`config.mk`:
```
export PLATFORM = sky130hd
export DESIGN_NAME = fetch_stage
export DESIGN_NICKNAME = d
export VERILOG_FILES = /design/src/rtl/fetch_stage_pkg.sv /design/src/rtl/fetch_stage.sv
export SDC_FILE = /design/constraint.sdc
export NUM_CORES = 1
export LEC_CHECK = 0
export BUFFER_PORTS_ARGS = -buffer_cell sky130_fd_sc_hd__buf_2
export CAP_MARGIN = 20
export CELL_PAD_IN_SITES_DETAIL_PLACEMENT = 1
export CELL_PAD_IN_SITES_GLOBAL_PLACEMENT = 2
export CORE_UTILIZATION = 33
export DETAILED_ROUTE_END_ITERATION = 10
export PLACE_DENSITY = 0.74
export SYNTH_ARGS = -nofsm -noshare
export SYNTH_HDL_FRONTEND = slang
export SYNTH_SLANG_ARGS = --single-unit
```
`constraint.sdc`:
```
create_clock -name clk -period 5.2 [get_ports clk]
set_clock_uncertainty 0.05 [all_clocks]
set_input_delay 1.04 -clock clk [delete_from_list [all_inputs] [get_ports clk]]
set_output_delay 1.04 -clock clk [all_outputs]
set_load 0.05 [all_outputs]
```
`src/rtl/fetch_stage_pkg.sv`:
```
// Shared pipeline types and constants for the fetch stage, its parent core and its bench.
// Combinational only: no latency and no flow control.
// Holds the fetch FSM state encoding and the decode-facing fetch record.
package fetch_stage_pkg;

    localparam logic [63:0] PC_RESET = 64'h0000_0000_8000_0000;
    localparam logic [63:0] PC_STEP  = 64'd4;

    typedef enum logic [1:0] {
        S_FETCH = 2'd0,
        S_HOLD  = 2'd1,
        S_DROP  = 2'd2
    } fetch_state_t;

    typedef struct packed {
        logic [31:0] raw_instr;
        logic [63:0] pc;
    } fetch_data_t;

endpackage

```
`src/rtl/fetch_stage.sv`:
```
// Instruction fetch: one outstanding bus request, 1-entry output register toward decode.
// Latency: data_ok to out_valid is 1 cycle; at most one instruction every 2 cycles.
// Backpressure: holds out_data and stops requesting until out_ready; FETCH_PERF_EN adds counters.
module fetch_stage
    import fetch_stage_pkg::*;
#(
    parameter logic [63:0] RESET_PC = fetch_stage_pkg::PC_RESET,
    parameter logic [63:0] PC_STEP  = fetch_stage_pkg::PC_STEP
) (
    input  logic        clk,
    input  logic        resetn,
    output logic        ireq_valid,
    output logic [63:0] ireq_addr,
    input  logic        iresp_data_ok,
    input  logic [31:0] iresp_data,
    input  logic        redirect_valid,
    input  logic [63:0] redirect_pc,
    output logic        out_valid,
    input  logic        out_ready,
    output fetch_data_t out_data
`ifdef FETCH_PERF_EN
    ,
    output logic [63:0] perf_fetched,
    output logic [63:0] perf_dropped
`endif
);

    fetch_state_t state_q;
    logic [63:0]  pc_q;
    logic [63:0]  req_addr_q;
    fetch_data_t  out_buf_q;
    logic         run_q;
    logic [63:0]  pc_seq_d;

    assign pc_seq_d = req_addr_q + PC_STEP;

    // run_q keeps both valids low during reset without a path from resetn to an output.
    assign ireq_valid = run_q && (state_q != S_HOLD);
    assign ireq_addr  = req_addr_q;
    assign out_valid  = run_q && (state_q == S_HOLD);
    assign out_data   = out_buf_q;

    always_ff @(posedge clk or negedge resetn) begin
        if (!resetn) begin
            state_q    <= S_FETCH;
            pc_q       <= RESET_PC;
            req_addr_q <= RESET_PC;
            out_buf_q  <= '0;
            run_q      <= 1'b0;
        end else if (!run_q) begin
            run_q <= 1'b1;
        end else begin
            case (state_q)
                S_FETCH: begin
                    if (iresp_data_ok && !redirect_valid) begin
                        out_buf_q <= '{raw_instr: iresp_data, pc: req_addr_q};
                        pc_q      <= pc_seq_d;
                        state_q   <= S_HOLD;
                    end else if (iresp_data_ok) begin
                        pc_q       <= redirect_pc;
                        req_addr_q <= redirect_pc;
                    end else if (redirect_valid) begin
                        // The bus address must stay put until the stale response returns.
                        pc_q    <= redirect_pc;
                        state_q <= S_DROP;
                    end
                end
                S_DROP: begin
                    if (redirect_valid) begin
                        pc_q <= redirect_pc;
                    end
                    if (iresp_data_ok) begin
                        req_addr_q <= redirect_valid ? redirect_pc : pc_q;
                        state_q    <= S_FETCH;
                    end
                end
                S_HOLD: begin
                    if (redirect_valid) begin
                        pc_q       <= redirect_pc;
                        req_addr_q <= redirect_pc;
                        state_q    <= S_FETCH;
                    end else if (out_ready) begin
                        req_addr_q <= pc_q;
                        state_q    <= S_FETCH;
                    end
                end
                default: state_q <= S_FETCH;
            endcase
        end
    end

`ifdef FETCH_PERF_EN
    logic [63:0] perf_fetched_q;
    logic [63:0] perf_dropped_q;
    logic        hs_d;
    logic        drop_d;

    assign hs_d   = out_valid && out_ready;
    assign drop_d = run_q && iresp_data_ok &&
                    (state_q == S_DROP || (state_q == S_FETCH && redirect_valid));

    always_ff @(posedge clk or negedge resetn) begin
        if (!resetn) begin
            perf_fetched_q <= '0;
            perf_dropped_q <= '0;
        end else begin
            if (hs_d) begin
                perf_fetched_q <= perf_fetched_q + 64'd1;
            end
            if (drop_d) begin
                perf_dropped_q <= perf_dropped_q + 64'd1;
            end
        end
    end

    assign perf_fetched = perf_fetched_q;
    assign perf_dropped = perf_dropped_q;
`endif

endmodule

```
* Word-level counts from Yosys, hierarchy flattened
Index checks and enable logic that the tools add are counted.
** Word-level totals
- Bits in registers :: 227
- Input port bits :: 101
- Word-level logic and storage cells :: 45
** Operators by class
- Add/subtract/negate cells :: 1
- Eq/ne operators :: 9
- Multiplexer cells :: 17
- Reductions and logical operators :: 12
** Operator list (number)
- 64-bit 2-to-1 mux :: 8
- 64-bit case mux with 3 select lines :: 1
- 64-bit case mux with 2 select lines :: 1
- 64-bit by 3-bit adder with 64-bit output (second input constant) :: 1
- 2-bit 2-to-1 mux :: 6
- 3-bit != test (second input constant) :: 3
- 2-bit != test (second input constant) :: 3
- 2-bit case mux with 3 select lines :: 1
- 6-bit AND reduction :: 1
- 5-bit AND reduction :: 1
- 1-bit logical AND :: 3
- 3-bit AND reduction :: 1
- 3-bit nonzero test :: 1
- 2-bit by 1-bit == test with 1-bit output (second input constant) :: 1
- 2-bit == test (second input constant) :: 1
- 2-bit logical NOT :: 1
- 2-bit by 1-bit != test with 1-bit output (second input constant) :: 1
- 2-bit AND reduction :: 1
- 2-bit nonzero test :: 1
- 2-bit OR reduction :: 1
- 1-bit logical NOT :: 1

* Depth between registers and ports, before layout
Gate-level depths: netlist of run 1.
- Depth after elaboration :: 4
- Gate-level depth with buffers :: 10
- Gate-level depth less buffers :: 8

* Least setup slack after synthesis of run 1
OpenSTA, ideal clock, no wires.
- Path kind :: input to register
- Start point :: input port redirect_valid
- End point :: register out_buf_q, in the netlist out_data[91]
- Arrival time :: 2429 ps
- Data required time :: 5025 ps
- Path slack :: 2597 ps
- Stages :: 6
- Buffers on the path :: 3
- Cells stage by stage :: buf_2 -> clkinv_1 -> nand4_1 -> buf_2 -> clkbuf_1 -> mux2_2
** On the way
- Cells in the longest elaborated chain, start to end :: 3
** RTL lines
- from (decl) :: line fetch_stage.sv:16 : input logic redirect_valid,
- 1-bit logical NOT :: line fetch_stage.sv:55 : if (iresp_data_ok && !redirect_valid) begin
- 1-bit logical AND :: line fetch_stage.sv:55
- 3-bit AND reduction (no line)
- to (signal assigned) :: line fetch_stage.sv:56 : out_buf_q <= '{raw_instr: iresp_data, pc: req_addr_q};
- to (decl) :: line fetch_stage.sv:31 : fetch_data_t out_buf_q;
No other way between the ends.
A chain may end at the register's enable or synchronous reset.

* Worst setup path in the final report of run 1
- Start point :: input port redirect_valid
- End point :: register req_addr_q[21] (netlist: ireq_addr[21])
** On the way
- Cells in the longest elaborated chain, start to end :: 4
- Elaborated cells between the ends (all ways) :: 9
** RTL lines
- 1-bit logical NOT :: line fetch_stage.sv:55
- 1-bit logical AND :: line fetch_stage.sv:55
- 2-bit != test (no line)
- 6-bit AND reduction (no line)
- to (signal assigned) :: line fetch_stage.sv:61 : req_addr_q <= redirect_pc;
- to (signal assigned) :: line fetch_stage.sv:73 : req_addr_q <= redirect_valid ? redirect_pc : pc_q;
- to (signal assigned) :: line fetch_stage.sv:80 : req_addr_q <= redirect_pc;
- to (decl) :: line fetch_stage.sv:30 : logic [63:0] req_addr_q;
Several ways; a longest one is shown, not always the timed one. The select of a mux whose other input is x is not followed.

==> results of run 1 <==
-- synthesized netlist by cell type, types with 2 or more instances --
cell                       count  share of area, %
sky130_fd_sc_hd__and4_2        2              0.19
sky130_fd_sc_hd__a22oi_1      53               3.7
sky130_fd_sc_hd__a211oi_1      2              0.14
sky130_fd_sc_hd__nand3_1      25               1.2
sky130_fd_sc_hd__mux2i_1      64               6.0
sky130_fd_sc_hd__nor3_1       17              0.79
sky130_fd_sc_hd__nand2_1      94               3.3
sky130_fd_sc_hd__nand3_2       2              0.19
sky130_fd_sc_hd__ha_1          5              0.58
sky130_fd_sc_hd__buf_6         2              0.21
sky130_fd_sc_hd__and4_1        8              0.65
sky130_fd_sc_hd__nor4_1        2              0.12
sky130_fd_sc_hd__and3_1       11              0.64
sky130_fd_sc_hd__nand2b_1      2              0.12
sky130_fd_sc_hd__nand4_2       2              0.23
sky130_fd_sc_hd__or3_1         2              0.12
sky130_fd_sc_hd__nand4_1      15              0.88
sky130_fd_sc_hd__xor2_1       25               2.0
sky130_fd_sc_hd__clkbuf_1     44               1.5
sky130_fd_sc_hd__buf_2         9              0.42
sky130_fd_sc_hd__o22ai_1      23               1.3
sky130_fd_sc_hd__and2_1        2              0.12
sky130_fd_sc_hd__clkbuf_8      2              0.26
sky130_fd_sc_hd__nor4_4        2              0.40
sky130_fd_sc_hd__nor4_2        2              0.23
sky130_fd_sc_hd__o221ai_1      2              0.16
sky130_fd_sc_hd__inv_1         6              0.21
sky130_fd_sc_hd__o21ai_1      10              0.47
sky130_fd_sc_hd__a22o_1        2              0.16
sky130_fd_sc_hd__mux2_2       96                10
sky130_fd_sc_hd__o21ai_0     110               5.1
sky130_fd_sc_hd__nor2_1       26              0.91
sky130_fd_sc_hd__dfstp_2       2              0.49
sky130_fd_sc_hd__buf_1         2             0.070
sky130_fd_sc_hd__a21oi_1      14              0.65
sky130_fd_sc_hd__xnor2_1      34               2.8
sky130_fd_sc_hd__dfrtp_1     225                53
sky130_fd_sc_hd__nor2b_1       3              0.18
-- area by class of cell --
class	count	area [um2]	share of cell area, %
flip-flops and latches	227	5680	42.3
clock inverters	16	204	1.52
diodes	3	7.51	0.0559
well taps	402	503	3.74
multi-input cells	666	4770	35.5
repair buffers	274	1450	10.8
inverters	7	26.3	0.196
clock buffers	36	791	5.89
-- logic make-up (layout without fill, tap and decap cells) --
| group | Yosys count | after routing | synth area share [%] |
|---|---|---|---|
| flip-flops | 227 | 227 | 53.0 |
| AND/OR/NAND/NOR | 222 | 222 | 10.6 |
| AO/OA/AOI/OAI | 219 | 219 | 12.0 |
| multiplexers | 160 | 160 | 16.1 |
| buffers and inverters | 67 | 333 | 2.85 |
| XOR/XNOR | 59 | 59 | 4.82 |
| adder cells (fa/ha/maj) | 5 | 5 | 0.584 |
| other | 1 | 4 | 0.0350 |
-- critical path, cell delays in order --
cell and delay (ns):
sky130_fd_sc_hd__buf_2 0.29, sky130_fd_sc_hd__clkinv_1 0.53, sky130_fd_sc_hd__nand2_4 0.69, sky130_fd_sc_hd__buf_12 0.35
sky130_fd_sc_hd__mux2i_1 0.23, sky130_fd_sc_hd__o21ai_0 0.11
-- layer usage --
layer  vias to the layer above  wire [um]
met5                         -          0
met4                         0        445
met3                        35       1550
met2                       197      15200
met1                      4234      14900
li1                       3975          -
-- where the power goes --
part           internal [mW]  total [mW]  switching [mW]  leakage, nW
Sequential              2.62        3.42           0.803         2.80
Clock                   1.27        2.08           0.804        0.490
Combinational           1.40        4.80            3.41         3.12
Total                   5.29        10.3            5.02         6.41
-- state kept, by name, indices dropped and copies added, names as in the netlist --
register   count
out_data      96
ireq_addr     64
pc_q          64
run_q          1
state_q        2
-- worst paths after layout --
check                      depth (start not counted)      startpoint  slack [ns]             to
max in group asynchronous                          2          resetn        3.52  ireq_addr[31]
hold / removal                                     2    out_data[25]        0.43   out_data[25]
min in group asynchronous                          1          resetn        0.55   out_data[92]
setup reg to reg                                   8      state_q[1]        2.34       pc_q[46]
hold reg to reg                                    2    out_data[25]        0.43   out_data[25]
setup / recovery                                   6  redirect_valid        2.23  ireq_addr[21]
==> out/metrics.yaml, run 1 <==
fillerInstances: 3530
postRouteAntennaNets: 0
placed_cell_area_um2: 12400
layout_commonest_cell: "sky130_fd_sc_hd__buf_2"
timing_worst_setup_path_type: "in2reg"
gr-total-overflow: 0
core_area_um2: 31700
clock_latency_on_the_worst_skew_pair_ns: 0.55
floorplan.rows: 65
final_standard_cell_area_without_fillers_um2: 13400
cellLeakagePower_nw: 6.41
globalRouteMet1Util_pct: 27.1
cts_repair_resize_count: 0
number_of_setup_buffers_added_after_cts: 0
hold_viol: 0
grt_busiest_layer: "met2"
dp.cells: 1575
htree_levels: 1
maximum_achievable_frequency_ghz: 0.337
synth_fp_nets: 1066
ir_worst_vdd_v: 0.000389
cts.hold.buffers_added: 0
drive_above_1_share_pct: 36.0
design.die.area_um2: 33200
antenna_violations_before_repair: 3
grt_pass1_wl_mm: 51.6
globalRouteTotalUtil_pct: 19.6
crit_required_ns: 5.55
cts_tree: "built"
grt_max_degree: 128
rsz0062_at_grt: "no"
dr_total_vias: 8441
synth_cell_types: 49
synth.avg_cell_area_um2: 11.2
chipWidth_um: 182
status: "complete, no violations"
drt_iter0_drc: 427
timing.final.crit_share_pct: 57.1
port-buffer-count: 262
place.gp.congestion: 0.742
crit_path_max_fanout: 33
path_clk_slew_ns: 0.06
drv_cap: 0
area_of_the_mapped_netlist_um2: 10700
crit_path_end_kind: "flip-flop"
clock_tree.root_cell: "sky130_fd_sc_hd__clkbuf_16"
min_period_ns: 2.97
aggregate_negative_setup_slack_ns: 0
cell_pwr_density_nw_per_um2: 767
cts_buffer_depth: 3
number_of_flops_mapped_to_enable_cells_by_yosys: 0
floorplan.initialDensity_pct: 33.8
first_global_vias: 9021
setup_violations: 0
groute.layer.met3.usage_pct: 3.17
cts.sink_count: 227
critical_path_arrival_ns: 3.32
hold_slack_ns: 0.430
cts_inserted_buffers: 28
yosys_warnings: 0
grtUsageMet2_pct: 32.6
remaining_drc_errors: 0
final_total_pwr_mw: 10.3
detailedPlacementHpwl_mm: 22.0
critical_path_launch_point_type: "input pin"
syn-instance-count: 960
fin_util_pct: 42.4
routedWlPerCell_um: 19.7
routed_via_density: 5.18
mostFrequentLayoutCells: "sky130_fd_sc_hd__buf_2, sky130_fd_sc_hd__dfrtp_1, sky130_fd_sc_hd__o21ai_0"
ys.flop_type: "sky130_fd_sc_hd__dfrtp_1"
synth_sequential_area_ratio_pct: 53.0
worstHoldPathType: "reg2reg"
slew_headroom_pct: 28.5
max_slew_violation_total_from_the_final_report: 0
finalNonFillerCells: 1631
ys_ff_latch: 227
detailedRoute.firstPassIterationCount: 4
design.portCount: 263
place_worst_setup_slack_ns: 1.66
finalNetCount: 1310
ys_async_sr_fraction_pct: 100
layout-area-overhead-vs-synth_pct: 25.3
setup_ws_post_layout_ns: 2.23
wl_mm: 32.1
chipHeight_um: 182
actual_slew_at_the_worst_max_slew_pin_ns: 1.06
Note: power is estimated with default switching activity, not from simulation.
==> inputs of run 2 (changes only) <==
--- a/config.mk
+++ b/config.mk
@@ -9,9 +9,9 @@
 export CAP_MARGIN = 20
 export CELL_PAD_IN_SITES_DETAIL_PLACEMENT = 1
 export CELL_PAD_IN_SITES_GLOBAL_PLACEMENT = 2
-export CORE_UTILIZATION = 33
+export CORE_UTILIZATION = 31
 export DETAILED_ROUTE_END_ITERATION = 10
-export PLACE_DENSITY = 0.74
+export PLACE_DENSITY = 0.73
 export SYNTH_ARGS = -nofsm -noshare
 export SYNTH_HDL_FRONTEND = slang
 export SYNTH_SLANG_ARGS = --single-unit
==> constraint.sdc (replaced) <==
create_clock -name clk -period 2.6 [get_ports clk]
set_clock_uncertainty 0.05 [all_clocks]
set_input_delay 0.52 -clock clk [delete_from_list [all_inputs] [get_ports clk]]
set_output_delay 0.52 -clock clk [all_outputs]
set_load 0.05 [all_outputs]
==> run 2 against run 1 <==
First-iteration DRC count decreased by 7.7%. Sequential share of layout area decreased by 1.5 points. Hold slack got worse by 0.27 ns. Critical path depth increased by 1. Routed wire length increased by 4.8%. Cell area increased by 3.6%. Combinational power increased by 120%. Clock power increased by 99%. Sequential cell count unchanged.
==> out/metrics.yaml, run 2 (synthesis gave the netlist of run 1 again) <==
largest_register_ffs: 96  # unchanged
rrSetupSlack_ns: 0.17  # -2.17 ns
path_cells: "ha_1 > nand4_2 > or4_1 > nor3_4 > and4_1 > xnor2_1 > o21ai_2"
clock_tree.root_cell: "sky130_fd_sc_hd__clkbuf_16"
aggregate_negative_setup_slack_ns: 0  # unchanged
remaining_drc_errors: 0  # unchanged
routed_via_density: 5.06  # -2.2%
critical_path_launch_point_type: "flip-flop"
postRouteAntennaNets: 0  # unchanged
chipWidth_um: 188  # +3.1%
crit_path_max_fanout: 4  # -88%
path_buf_inv: 0  # -3
finalNetCount: 1357  # +3.6%
r2r-start: "ireq_addr[2]"
design.die.area_um2: 35300  # +6.4%
cell_pwr_density_nw_per_um2: 1520  # +98%
ir_worst_vdd_v: 0.000737  # +90%
setup_ws_post_layout_ns: 0.174  # -2.06 ns
cellLeakagePower_nw: 6.68  # +4.1%
htree_levels: 1  # unchanged
reg2reg_to: "pc_q[32]"
fin_util_pct: 41.2  # -1.1 points
mostFrequentLayoutCells: "sky130_fd_sc_hd__buf_2, sky130_fd_sc_hd__dfrtp_1, sky130_fd_sc_hd__o21ai_0"
detailedPlacementHpwl_mm: 23.3  # +5.6%
path_clk_slew_ns: 0.06  # about the same
drv_cap: 0  # unchanged
actual_slew_at_the_worst_max_slew_pin_ns: 0.668  # -0.396 ns
timing_worst_setup_path_type: "reg2reg"
first_global_vias: 9231  # +2.3%
wl_mm: 33.7  # +4.8%
core_area_um2: 33800  # +6.5%
min_period_ns: 2.43
crit_family: "simple AND/OR/NAND/NOR gates"
number_of_setup_buffers_added_after_cts: 0  # unchanged
floorplan.rows: 67  # +3.1%
final_total_pwr_mw: 21.1  # +110%
place.gp.congestion: 0.735  # -0.98%
crit_required_ns: 2.95  # -2.60 ns
timing.hold.worst.start: "iresp_data[19]"
place_worst_setup_slack_ns: 0.189  # -1.47 ns
port-buffer-count: 262  # unchanged
setup_violations: 0  # unchanged
globalRouteTotalUtil_pct: 19.2  # -0.41 points
cellInternalPower_mw: 11.0  # +110%
crit_path_end_kind: "flip-flop"
floorplan.initialDensity_pct: 31.7  # -2.1 points
gr-total-overflow: 0  # unchanged
cts_buffer_depth: 3  # unchanged
drt_iter0_drc: 394  # -7.7%
worstHoldPathType: "in2reg"
status: "complete, no violations"
p_switching_mw: 10.1  # +100%
hold_end: "out_data[83]"
fillerInstances: 3773  # +6.9%
rsz0062_at_grt: "no"
dr_total_vias: 8701  # +3.1%
critical_path_arrival_ns: 2.78  # -0.54 ns
timing.final.crit_share_pct: 93.3
chipHeight_um: 188  # +3.1%
drive_above_1_share_pct: 38.3  # +2.3 points
layout-area-overhead-vs-synth_pct: 29.9
dp.cells: 1668  # +5.9%
clock_latency_on_the_worst_skew_pair_ns: 0.54  # about the same
comb_power_share_pct: 49.9  # +3.3 points
seqPwrFrac_pct: 30.5  # -2.7 points
detailedRoute.firstPassIterationCount: 6  # +2
finalNonFillerCells: 1719  # +5.4%
timing.critical_path.slowest_cell_delay_ns: 0.64  # -0.05 ns
design.portCount: 263  # unchanged
layout_commonest_cell: "sky130_fd_sc_hd__buf_2"
routedWlPerCell_um: 19.6  # -0.55%
maximum_achievable_frequency_ghz: 0.412
clockPowerShare_pct: 19.6  # -0.6 points
holdPathStages: 2  # unchanged
antenna_violations_before_repair: 2  # -1
p_sw_share_pct: 47.9  # -0.77 points
cts_inserted_buffers: 28  # unchanged
cts.sink_count: 227  # unchanged
max_slew_violation_total_from_the_final_report: 0  # unchanged
slew_headroom_pct: 55.3  # +27 points
grt_max_degree: 84  # -34%
hold_viol: 0  # unchanged
timing.reg2reg.worst_path_depth: 7  # -1
cts_tree: "built"
grt_pass1_wl_mm: 53.8  # +4.2%
cpMaxStageDelayCell: "sky130_fd_sc_hd__or4_1"
==> run 2: per-layer routing <==
layer / up-vias / share of wire (%) / wire (um) / track usage [%]
met3: 35 / 4.0 / 1360 / 2.77
met4: 2 / 1.7 / 584 / 4.07
met5: - / 0.039 / 13 / 0
met2: 191 / 48 / 16200 / 32.4
met1: 4422 / 46 / 15500 / 26.0
li1: 4051 / - / - / -
==> run 2: power by group through the flow <==
stage / clock (mW) / sequential, mW / combinational, mW
2_1_floorplan: 0 / 10.7 / 3.22
3_3_place_gp: 0 / 6.44 / 10.5
3_5_place_dp: 0 / 6.52 / 10.7
4_1_cts: 4.26 / 6.47 / 10.7
5_1_grt: 4.38 / 6.70 / 11.3
6_report: 4.13 / 6.45 / 10.5
==> run 2: worst max path at each step <==
stage	startpoint	to	slack, ns	cells past startpoint
after floorplan	ireq_addr[2]	pc_q[32]	0.07	8
after global placement	ireq_addr[2]	pc_q[32]	0.25	7
after detailed placement	ireq_addr[2]	pc_q[32]	0.19	7
after CTS	ireq_addr[2]	pc_q[32]	0.16	7
after global routing	ireq_addr[3]	pc_q[48]	0.03	7
final	ireq_addr[2]	pc_q[32]	0.17	7
==> run 2: repair_timing <==
action	4_1_cts	5_1_grt
setup endpoints to repair	0	2
hold buffers	1	0
gates resized for setup	0	1
hold endpoints to repair	31	0
==> run 2: layout make-up <==
cell class / count / area, um2 / area share [%]
Timing Repair Buffer: 321 / 1890 / 13.6
Sequential cell: 227 / 5680 / 40.8
Antenna cell: 1 / 2.50 / 0.0180
Clock buffer: 36 / 812 / 5.83
Multi-Input combinational cell: 666 / 4780 / 34.3
Tap cell: 448 / 561 / 4.03
Clock inverter: 13 / 170 / 1.22
Inverter: 7 / 26.3 / 0.189
==> run 2: per-stage QoR <==
| stage | area [um2] | hold slack, ns |
|---|---|---|
| finish | 13900 | 0.155 |
| global route | 13900 | 0.142 |
| CTS | 13900 | 0.131 |
| detailed placement | 12900 | 0.383 |
| global placement | 12900 | 0.382 |
| floorplan | 10700 | 0.174 |
==> run 2: worst register-to-register path: stages (launching register included) <==
cell	delay [ns]
sky130_fd_sc_hd__dfrtp_1	0.35
sky130_fd_sc_hd__ha_1	0.25
sky130_fd_sc_hd__nand4_2	0.21
sky130_fd_sc_hd__or4_1	0.64
sky130_fd_sc_hd__nor3_4	0.33
sky130_fd_sc_hd__and4_1	0.27
sky130_fd_sc_hd__xnor2_1	0.14
sky130_fd_sc_hd__o21ai_2	0.06
==> inputs of run 3 (changes only) <==
--- a/config.mk
+++ b/config.mk
@@ -7,7 +7,7 @@
 export LEC_CHECK = 0
 export BUFFER_PORTS_ARGS = -buffer_cell sky130_fd_sc_hd__buf_2
 export CAP_MARGIN = 20
-export CELL_PAD_IN_SITES_DETAIL_PLACEMENT = 1
+export CELL_PAD_IN_SITES_DETAIL_PLACEMENT = 2
 export CELL_PAD_IN_SITES_GLOBAL_PLACEMENT = 2
 export CORE_UTILIZATION = 31
 export DETAILED_ROUTE_END_ITERATION = 10
==> run 3 against run 2 <==
Via count is 2.6% higher. Sequential share of layout area is 0.14 points higher. Power is 0.32% higher. Critical path depth stayed put. Global-route usage is 1.4 points higher. Sequential power is 1% higher. Cell count is 0.12% higher. Cell area is 0.33% lower. Count of clock-buffer cells in the layout is 1 higher. Sequential cell count stayed put. Critical path type unchanged. Combinational power hardly changed.
==> out/metrics.yaml, run 3 (synthesis gave the netlist of run 1 again) <==
drive_above_1_share_pct: 38.1  # -0.17 points
timing.final.crit_share_pct: 94.1  # +0.77 points
met3RoutedLength_mm: 1.58  # +16%
wl_mm: 36.3  # +7.8%
met1Wirelength_mm: 15.9  # +2.3%
detailedRoute.firstPassIterationCount: 5  # -1
multi_input_area_um2: 4780  # unchanged
crit_required_ns: 2.97  # +0.02 ns
floorplan.rows: 67  # unchanged
dr_total_vias: 8924  # +2.6%
remaining_drc_errors: 0  # unchanged
fillerInstances: 3577  # -5.2%
first_global_vias: 9779  # +5.9%
crit_path_end_kind: "flip-flop"
ir_worst_vdd_v: 0.000777  # +5.4%
cts_inserted_buffers: 28  # unchanged
drt_iter0_drc: 368  # -6.6%
slew_headroom_pct: 56.9  # +1.5 points
status: "complete, no violations"
cts.sink_count: 227  # unchanged
design.portCount: 263  # unchanged
htree_levels: 1  # unchanged
maximum_achievable_frequency_ghz: 0.409  # -0.82%
place.gp.congestion: 0.735  # unchanged
antenna_violations_before_repair: 3  # +1
drv_cap: 0  # unchanged
postRouteAntennaNets: 0  # unchanged
floorplan.initialDensity_pct: 31.7  # unchanged
crit_path_max_fanout: 4  # unchanged
max_slew_violation_total_from_the_final_report: 0  # unchanged
globalRouteTotalUtil_pct: 20.6  # +1.4 points
routed_via_density: 5.19  # +2.4%
aggregate_negative_setup_slack_ns: 0  # unchanged
number_of_setup_buffers_added_after_cts: 0  # unchanged
grt_max_degree: 84  # unchanged
ff_latch_area_um2: 5680  # unchanged
actual_slew_at_the_worst_max_slew_pin_ns: 0.646  # -0.0229 ns
critical_path_launch_point_type: "flip-flop"
clock_tree.root_cell: "sky130_fd_sc_hd__clkbuf_16"
final_total_pwr_mw: 21.2  # +0.32%
setup_violations: 0  # unchanged
layout_commonest_cell: "sky130_fd_sc_hd__buf_2"
reg2reg_to: "pc_q[32]"
grt_pass1_wl_mm: 57.3  # +6.4%
wl_met2_mm: 18.3  # +13%
r2r-start: "ireq_addr[2]"
min_period_ns: 2.45  # +0.0200 ns
cts_tree: "built"
finalNonFillerCells: 1721  # +0.12%
gr-total-overflow: 0  # unchanged
timing_worst_setup_path_type: "reg2reg"
hold_viol: 0  # unchanged
core_area_um2: 33800  # unchanged
dr.max_layer_used: "met5"
chipWidth_um: 188  # unchanged
holdPathStages: 2  # unchanged
hold_end: "out_data[86]"
finalNetCount: 1357  # unchanged
rsz0062_at_grt: "no"
timing.reg2reg.worst_path_depth: 7  # unchanged
routedWlPerCell_um: 21.1  # +7.7%
rrSetupSlack_ns: 0.15  # -0.02 ns
path_clk_slew_ns: 0.06  # about the same
detailedPlacementHpwl_mm: 25.2  # +8.1%
cellLeakagePower_nw: 6.66  # -0.26%
mostFrequentLayoutCells: "sky130_fd_sc_hd__buf_2, sky130_fd_sc_hd__dfrtp_1, sky130_fd_sc_hd__o21ai_0"
chipHeight_um: 188  # unchanged
cell_pwr_density_nw_per_um2: 1530  # +0.65%
port-buffer-count: 262  # unchanged
design.die.area_um2: 35300  # unchanged
critical_path_arrival_ns: 2.82  # +0.04 ns
clock_latency_on_the_worst_skew_pair_ns: 0.55  # about the same
largest_register_ffs: 96  # unchanged
layout-area-overhead-vs-synth_pct: 29.4
worstHoldPathType: "in2reg"
antenna_cells_inserted: 0  # -1
timing.hold.worst.start: "iresp_data[22]"
cts_buffer_depth: 3  # unchanged
dp.cells: 1668  # unchanged
==> run 3: changes by cell type in the layout (fill, tap and decap cells not counted) <==
cell / before / now
sky130_fd_sc_hd__clkinv_8: 0 / 1
sky130_fd_sc_hd__clkbuf_8: 6 / 4
sky130_fd_sc_hd__clkinv_2: 7 / 10
sky130_fd_sc_hd__diode_2: 1 / 0
sky130_fd_sc_hd__clkinvlp_4: 2 / 1
sky130_fd_sc_hd__clkbuf_16: 29 / 28
sky130_fd_sc_hd__bufinv_16: 4 / 3
sky130_fd_sc_hd__clkbuf_1: 1 / 5
==> run 3: timing repair <==
action	in CTS	in global routing
hold buffers	1	0
setup endpoints to repair	0	4
endpoints found under the hold margin	31	0
resized for setup	0	1
==> run 3: per-layer routing <==
layer  GRT usage [%]  vias to the layer above
li1                -                     4043
met1            26.8                     4634
met2            36.4                      202
met3            2.99                       41
met4            3.44                        4
met5               0                        -
==> run 3: area by class of cell <==
class,count,share of cell area [%]
Clock inverter,15,1.18
Sequential cell,227,41.0
Inverter,7,0.189
Timing Repair Buffer,321,13.6
Multi-Input combinational cell,666,34.4
Tap cell,448,4.04
Clock buffer,37,5.58
==> run 3: how the worst max path moves through the flow <==
stage,from,end,slack (ns)
floorplan,ireq_addr[2],pc_q[32],0.07
global placement,ireq_addr[2],pc_q[32],0.25
detailed placement,ireq_addr[2],pc_q[50],0.18
CTS,ireq_addr[2],pc_q[50],0.15
global route,ireq_addr[10],pc_q[58],0.03
finish,ireq_addr[2],pc_q[32],0.15
==> run 3: metrics by stage <==
stage	setup WS, ns	util [%]	hold WS (ns)	area [um2]
3_3_place_gp	0.246	38.3	0.382	12900
6_report	0.154	41.1	0.146	13900
5_1_grt	0.0339	41.1	0.133	13900
2_1_floorplan	0.0692	-	0.174	10700
4_1_cts	0.147	41.1	0.121	13900
3_5_place_dp	0.183	38.3	0.387	12900
==> run 3: where the power goes <==
part	switching, mW	leakage (nW)	internal [mW]
Combinational	7.51	3.39	3.19
Sequential	1.28	2.80	5.24
Clock	1.59	0.468	2.39
==> run 3: critical path, stage by stage (launching register included) <==
cell and delay [ns]:
sky130_fd_sc_hd__dfrtp_1 0.35, sky130_fd_sc_hd__ha_1 0.25, sky130_fd_sc_hd__nand4_2 0.24, sky130_fd_sc_hd__or4_1 0.65
sky130_fd_sc_hd__nor3_4 0.33, sky130_fd_sc_hd__and4_1 0.26, sky130_fd_sc_hd__xnor2_1 0.13, sky130_fd_sc_hd__o21ai_2 0.06
